`config.mk`:
```
export PLATFORM = sky130hd
export DESIGN_NAME = vga_scan_ctrl
export DESIGN_NICKNAME = d
export VERILOG_FILES = /design/src/rtl/vga_scan_ctrl.sv
export SDC_FILE = /design/constraint.sdc
export NUM_CORES = 1
export LEC_CHECK = 0
export BUFFER_PORTS_ARGS = -buffer_cell sky130_fd_sc_hd__buf_2
export CAP_MARGIN = 20
export CORE_MARGIN = 2
export CORE_UTILIZATION = 40
export CTS_CLUSTER_DIAMETER = 150
export DETAILED_ROUTE_END_ITERATION = 8
export PLACE_DENSITY_LB_ADDON = 0.2
export SLEW_MARGIN = 20
export SYNTH_ARGS = -nofsm -noshare
export SYNTH_HDL_FRONTEND = slang
export SYNTH_SLANG_ARGS = --single-unit
```
`constraint.sdc`:
```
create_clock -name clk -period 2.5 [get_ports clk]
set_clock_uncertainty 0.15 [all_clocks]
set_input_delay 0.25 -clock clk [delete_from_list [all_inputs] [get_ports clk]]
set_output_delay 0.25 -clock clk [all_outputs]
set_load 0.005 [all_outputs]
```
`src/rtl/vga_scan_ctrl.sv`:
```
// vga_scan_ctrl: 640x480@60 scan counters, sync decode and blanked, registered RGB output stage.
module vga_scan_ctrl #(
   parameter int DIV      = 4,
   parameter int H_ACTIVE = 640,
   parameter int H_FP     = 16,
   parameter int H_SYNC   = 96,
   parameter int H_BP     = 48,
   parameter int V_ACTIVE = 480,
   parameter int V_FP     = 10,
   parameter int V_SYNC   = 2,
   parameter int V_BP     = 33
) (
   input  logic        clk,
   input  logic        rst_n,
   input  logic [11:0] data_in,
   output logic [8:0]  row,
   output logic [9:0]  col,
   output logic        hs_n,
   output logic        vs_n,
   output logic [3:0]  r,
   output logic [3:0]  g,
   output logic [3:0]  b,
   output logic        vblank,
   output logic        frame_start
);
   localparam int DW = $clog2(DIV);
   localparam logic [DW-1:0] DIV_MAX = DW'(DIV - 1);
   localparam logic [9:0] H_A   = 10'(H_ACTIVE);
   localparam logic [9:0] H_SS  = 10'(H_ACTIVE + H_FP);
   localparam logic [9:0] H_SE  = 10'(H_ACTIVE + H_FP + H_SYNC);
   localparam logic [9:0] H_MAX = 10'(H_ACTIVE + H_FP + H_SYNC + H_BP - 1);
   localparam logic [9:0] V_A   = 10'(V_ACTIVE);
   localparam logic [9:0] V_SS  = 10'(V_ACTIVE + V_FP);
   localparam logic [9:0] V_SE  = 10'(V_ACTIVE + V_FP + V_SYNC);
   localparam logic [9:0] V_MAX = 10'(V_ACTIVE + V_FP + V_SYNC + V_BP - 1);

   logic [DW-1:0] div_cnt;
   logic [9:0]    h_cnt, v_cnt, h_nxt, v_nxt;
   logic          pix_en, h_end, v_end, active, hs_on, vs_on;

   always_comb begin
      pix_en = div_cnt == DIV_MAX;
      h_end  = h_cnt == H_MAX;
      v_end  = v_cnt == V_MAX;
      h_nxt  = h_end ? '0 : h_cnt + 10'd1;
      v_nxt  = h_end ? (v_end ? '0 : v_cnt + 10'd1) : v_cnt;
      active = (h_cnt < H_A) && (v_cnt < V_A);
      hs_on  = (h_cnt >= H_SS) && (h_cnt < H_SE);
      vs_on  = (v_cnt >= V_SS) && (v_cnt < V_SE);
      col    = h_cnt < H_A ? h_cnt : '0;
      row    = v_cnt < V_A ? v_cnt[8:0] : '0;
   end

   // Colour and sync come from the pre-increment counters, so they trail row/col by one pixel.
   always_ff @(posedge clk or negedge rst_n) begin
      if (!rst_n) begin
         div_cnt     <= '0;
         h_cnt       <= '0;
         v_cnt       <= '0;
         hs_n        <= 1'b1;
         vs_n        <= 1'b1;
         {b, g, r}   <= '0;
         vblank      <= 1'b0;
         frame_start <= 1'b0;
      end else begin
         div_cnt     <= pix_en ? '0 : div_cnt + 1'b1;
         frame_start <= pix_en && h_end && v_end;
         if (pix_en) begin
            h_cnt     <= h_nxt;
            v_cnt     <= v_nxt;
            hs_n      <= !hs_on;
            vs_n      <= !vs_on;
            {b, g, r} <= active ? data_in : '0;
            vblank    <= v_nxt >= V_A;
         end
      end
   end
endmodule

```
After elaboration in Yosys (flattened, before gate mapping):

Index checks and enable logic that the tools add are counted.
W data, S select, Z words.

* multiplexer cells: 7
* $lt $le $gt $ge: 7
* add/subtract/negate cells: 3
* reductions and logical operators: 7
* equal/unequal tests: 3

Operator list (number)
* $mux W10: 4
* $add A10 B1 Y10 const B: 2
* $eq A10 B10 Y1 const B: 2
* $ge A10 B9 Y1 const B: 2
* $lt A10 B10 Y1 const B: 2
* $lt A10 B9 Y1 const B: 2
* $mux W12: 1
* $ge A10 B10 Y1 const B: 1
* $mux W9: 1
* $logic_and A1 B1 Y1: 5
* $add A2 B1 Y2 const B: 1
* $eq A2 B2 Y1 const B: 1
* $logic_not A1 Y1: 2
* $mux W2: 1

* output and inout port bits: 35
* register bits after elaboration: 38

Logic depth before layout (Yosys ltp):

* depth in word-level cells: 4
* mapped depth: 8
* gate-level depth less buffers: 7

Worst setup path after synthesis:

No wires, ideal clock.

* path kind: flip-flop to flip-flop
* start: reg h_cnt[0]
* end: reg vblank
* library setup time: 0.140 ns
* buffers on the path: 1
* stages on the path, launching flop included: 8
* period minus slack after synthesis: 1.853 ns
* arrival: 1.563 ns
* setup slack: 0.647 ns
* cells stage by stage: dfrtp_1 > ha_1 > and4_1 > and3_1 > buf_6 > and4b_1 > o22ai_1 > a31oi_1

* longest elaborated chain between the ends: 3

Ends and longest elaborated chain
* start: declaration: RTL line 38 `logic [9:0] h_cnt, v_cnt, h_nxt, v_nxt;`
* start signal: assignment: RTL line 69 `h_cnt <= h_nxt;`
* $eq A10 B10 Y1: RTL line 43 `h_end = h_cnt == H_MAX;`
* $mux W10: RTL line 46 `v_nxt = h_end ? (v_end ? '0 : v_cnt + 10'd1) : v_cnt;`
* $ge A10 B9 Y1: RTL line 74 `vblank <= v_nxt >= V_A;`
* end signal: assignment: RTL line 63 `vblank <= 1'b0;`
* end signal: assignment: RTL line 74
* end: declaration: RTL line 23 `output logic vblank,`

No other way between the ends.
A chain may end at the register's enable or synchronous reset.

Worst setup path after layout:

* start: reg h_cnt[0]
* end: reg v_cnt[3]

* longest elaborated chain between the ends: 2

Ends and longest elaborated chain
* $eq A10 B10 Y1: RTL line 43
* $mux W10: RTL line 46
* end signal: assignment: RTL line 70 `v_cnt <= v_nxt;`
* end: declaration: RTL line 38

No other way between the ends.

==> results.toml <==
[status]
outcome = "completed"

[layout]
stdcell_area_sq_um = 2500
antennaDiodeCount = 0
final_cell_mix = "buf_2 (48), dfrtp_1 (36), o21ai_0 (26)"
drive_gt1_frac = 0.246
finalNetCount = 295
layout_commonest_cell = "buf_2"
final_util = 0.495
syn_to_final_growth_pct = 20.9

[logic_synthesis]
synth_fp_nets = 250
synth_compound_area_frac = 0.126
synth-seq-cells = 38
synth_xor_xnor_area_share = 0.0297
synth.yosys.seq_area_share = 0.462
synth_fa_ha_area_frac = 0.0364
muxShareOfSynthArea = 0.00545
syn_area_sq_um = 2060
synthSimpleGateAreaFrac = 0.270
ys_types = 41
synth_warnings = 0
synth_top_family_by_area = "simple AND/OR/NAND/NOR gates"
netlist_instances = 230
syn_area_per_cell_sq_um = 8.98

[drt]
wl_met3_um = 335
top_layer = "met4"
drtAntennaViolNets = 0
wl_per_cell_um = 12.8
m1WireLength_um = 2220
drt-initial-drc-count = 67
wl_met2_um = 1820
viasPerCell = 4.94
dr.pass1.iters = 4
drc = 0
vias = 1708
wl_um = 4430

[clock_tree]
postCtsHoldBufs = 1
numCtsBuffers = 5
cts_tree = "yes"
root_buffer = "clkbuf_8"
cts.sinks = 38
clk_path_buf_depth = 2
cts.repair.resized = 0
post_cts_buffers = 0
htree_levels = 2
path_clk_slew_ns = 0.08
clock_latency_ns = 0.29

[min_path]
worstHoldPathType = "input pin to flip-flop"
min_to = "r[2]$_DFFE_PN0P_"
hp-start = "data_in[2]"
hold_depth = 3

[worst_setup_path]
cp_data_arrival_time_ns = 2.11
crit_fanout = 12
worst-path-buf-inv = 0
start_kind = "flip-flop"
crit_path_start = "h_cnt[0]$_DFFE_PN0P_"
reg2reg_slack_ns = 0.45
path_class = "flip-flop to flip-flop"
rr_worst_depth = 6
setup.worst_path.end_class = "flip-flop"
cp_slowest_cell = "dfrtp_1"
max_stage_delay_ns = 0.43
path_cells = "ha_1 -> and4_1 -> nand4_1 -> nor3_1 -> a21oi_1 -> o21ai_0"
cp_data_required_time_ns = 2.56
crit-reg2reg-launch = "h_cnt[0]$_DFFE_PN0P_"
crit_family = "simple AND/OR/NAND/NOR gates"
reg2reg_to = "v_cnt[3]$_DFFE_PN0P_"

[pwr]
p_clk_frac = 0.492
fin_total_pwr_mw = 1.32
p_int_mw = 1.07
switchingPower_mw = 0.250
p_leak_nw = 1.18
p_comb_frac = 0.031
power.sequential.fraction = 0.477
p_per_area_nw_per_um2 = 528
worst_ir_drop_vdd_uv = 253
sw_frac_of_total = 0.189

[global_routing]
grt_pass1_wl_um = 7020
grt_use_total = 0.162
antenna_found_initial = 0
grt_pass1_vias = 1502
grt_overflow = 0
grt_start_max_net_pins = 39

[timing]
finalSetupViolCount = 0
layout_setup_ws_ns = 0.452
finalHoldViolCount = 0
period_share = 0.819
fmax_mhz = 488
worstMarginPinSlew_ns = 0.864
setup_tns_ns = 0
relSlewSlack = 0.424
drv_slew = 0
grt_setup_unrepaired = "false"
period_needed_ns = 2.05

[placement]
place_congestion = 0.835
hpwl_um = 3090
post-place-ws_ns = 0.451
dpl_cell_area_sq_um = 2340
port-buffer-count = 48

[die]
initial_core_util = 0.409
dieArea_sq_um = 5750
std_cell_rows = 26
die_w_um = 75.8
die_h_um = 75.8
ios = 49
core_region_area_sq_um = 5040

[job]
maxCapViolCount = 0
cells by family (layout without fill, tap and decap cells):
family                     after synthesis  in the layout
AOI/OAI and AO/OA                       46             46
xor gates and xnor gates                 7              7
adders and majority gates                6              6
buffers and inverters                   34             80
DFF                                     38             38
muxes                                    1              1
and+or+nand+nor                         98             98
how the worst max path moves through the flow:
stage | end | slack [ns] | cells past startpoint
2_1_floorplan | vblank$_DFFE_PN0P_ | 0.65 | 7
3_3_place_gp | v_cnt[3]$_DFFE_PN0P_ | 0.50 | 6
3_5_place_dp | v_cnt[3]$_DFFE_PN0P_ | 0.45 | 6
4_1_cts | v_cnt[3]$_DFFE_PN0P_ | 0.42 | 6
5_1_grt | v_cnt[3]$_DFFE_PN0P_ | 0.19 | 6
6_report | v_cnt[3]$_DFFE_PN0P_ | 0.45 | 6
sequential cells by signal, indices dropped and copies added (netlist names):
signal,cells
r,4
v_cnt,10
vs_n,1
h_cnt,10
g,4
b,4
vblank,1
frame_start,1
hs_n,1
div_cnt,2
per-stage QoR:
step / hold WS, ns / cells
finish: 0.00799 / 346
global route: 0.0210 / 346
CTS: 0.00488 / 346
detailed placement: 0.263 / 337
global placement: 0.266 / 337
floorplan: -0.196 / 230
synthesized netlist by cell type:
library cell,n,area share
and2_1,16,0.048
nor4b_1,2,0.0085
inv_1,20,0.036
mux2_2,1,0.0055
nand4_2,1,0.0061
o41ai_2,1,0.0079
and4b_1,1,0.0048
nand2_4,1,0.0055
nand3_1,7,0.017
ha_1,6,0.036
or4_1,1,0.0036
nor3_1,5,0.012
nor2b_1,4,0.012
nor4_1,1,0.0030
o22ai_1,1,0.0030
a311oi_1,1,0.0042
xnor2_1,6,0.025
and4_1,3,0.013
buf_6,1,0.0055
nand2b_1,1,0.0030
and2_4,1,0.0042
o211ai_1,1,0.0036
buf_2,9,0.022
dfrtp_1,36,0.44
and2b_1,1,0.0036
o21ai_1,2,0.0048
a21boi_1,1,0.0036
o21ai_0,26,0.063
nand4_1,6,0.018
nand2_1,24,0.044
dfstp_2,2,0.025
a31oi_1,1,0.0030
nor3b_1,1,0.0036
and3_1,7,0.021
xor2_1,1,0.0042
a21oi_1,9,0.022
nor4b_4,1,0.012
clkbuf_1,4,0.0073
nor2_1,13,0.024
o31ai_1,3,0.011
or2_2,1,0.0030
tightest hold or removal path, delay by kind of cell:
kind,cells,cell delay (ns)
and+or+nand+nor,1,0.03
AOI/OAI and AO/OA,1,0.06
buffers and inverters,1,0.07
cell type report:
class / count / area (sq um)
fill: 489 / 2550
multi-input combinational: 158 / 965
sequential: 38 / 953
timing repair buffer: 52 / 273
tap: 70 / 87.6
clock buffer: 6 / 82.6
inverter: 20 / 75.1
clock inverter: 2 / 60.1
power groups by stage:
stage | combinational [mW] | sequential [mW] | clock (mW)
6_report | 0.0406 | 0.628 | 0.648
3_5_place_dp | 0.0410 | 0.641 | 0
3_3_place_gp | 0.0411 | 0.640 | 0
4_1_cts | 0.0423 | 0.628 | 0.663
5_1_grt | 0.0494 | 0.630 | 0.684
2_1_floorplan | 0.00631 | 0.642 | 0
routing by layer:
layer	up-vias	track usage
li1	863	-
met4	0	0.0565
met3	5	0.0450
met1	784	0.229
met2	56	0.237
met5	-	0
Note: power is estimated with default switching activity, not from simulation.
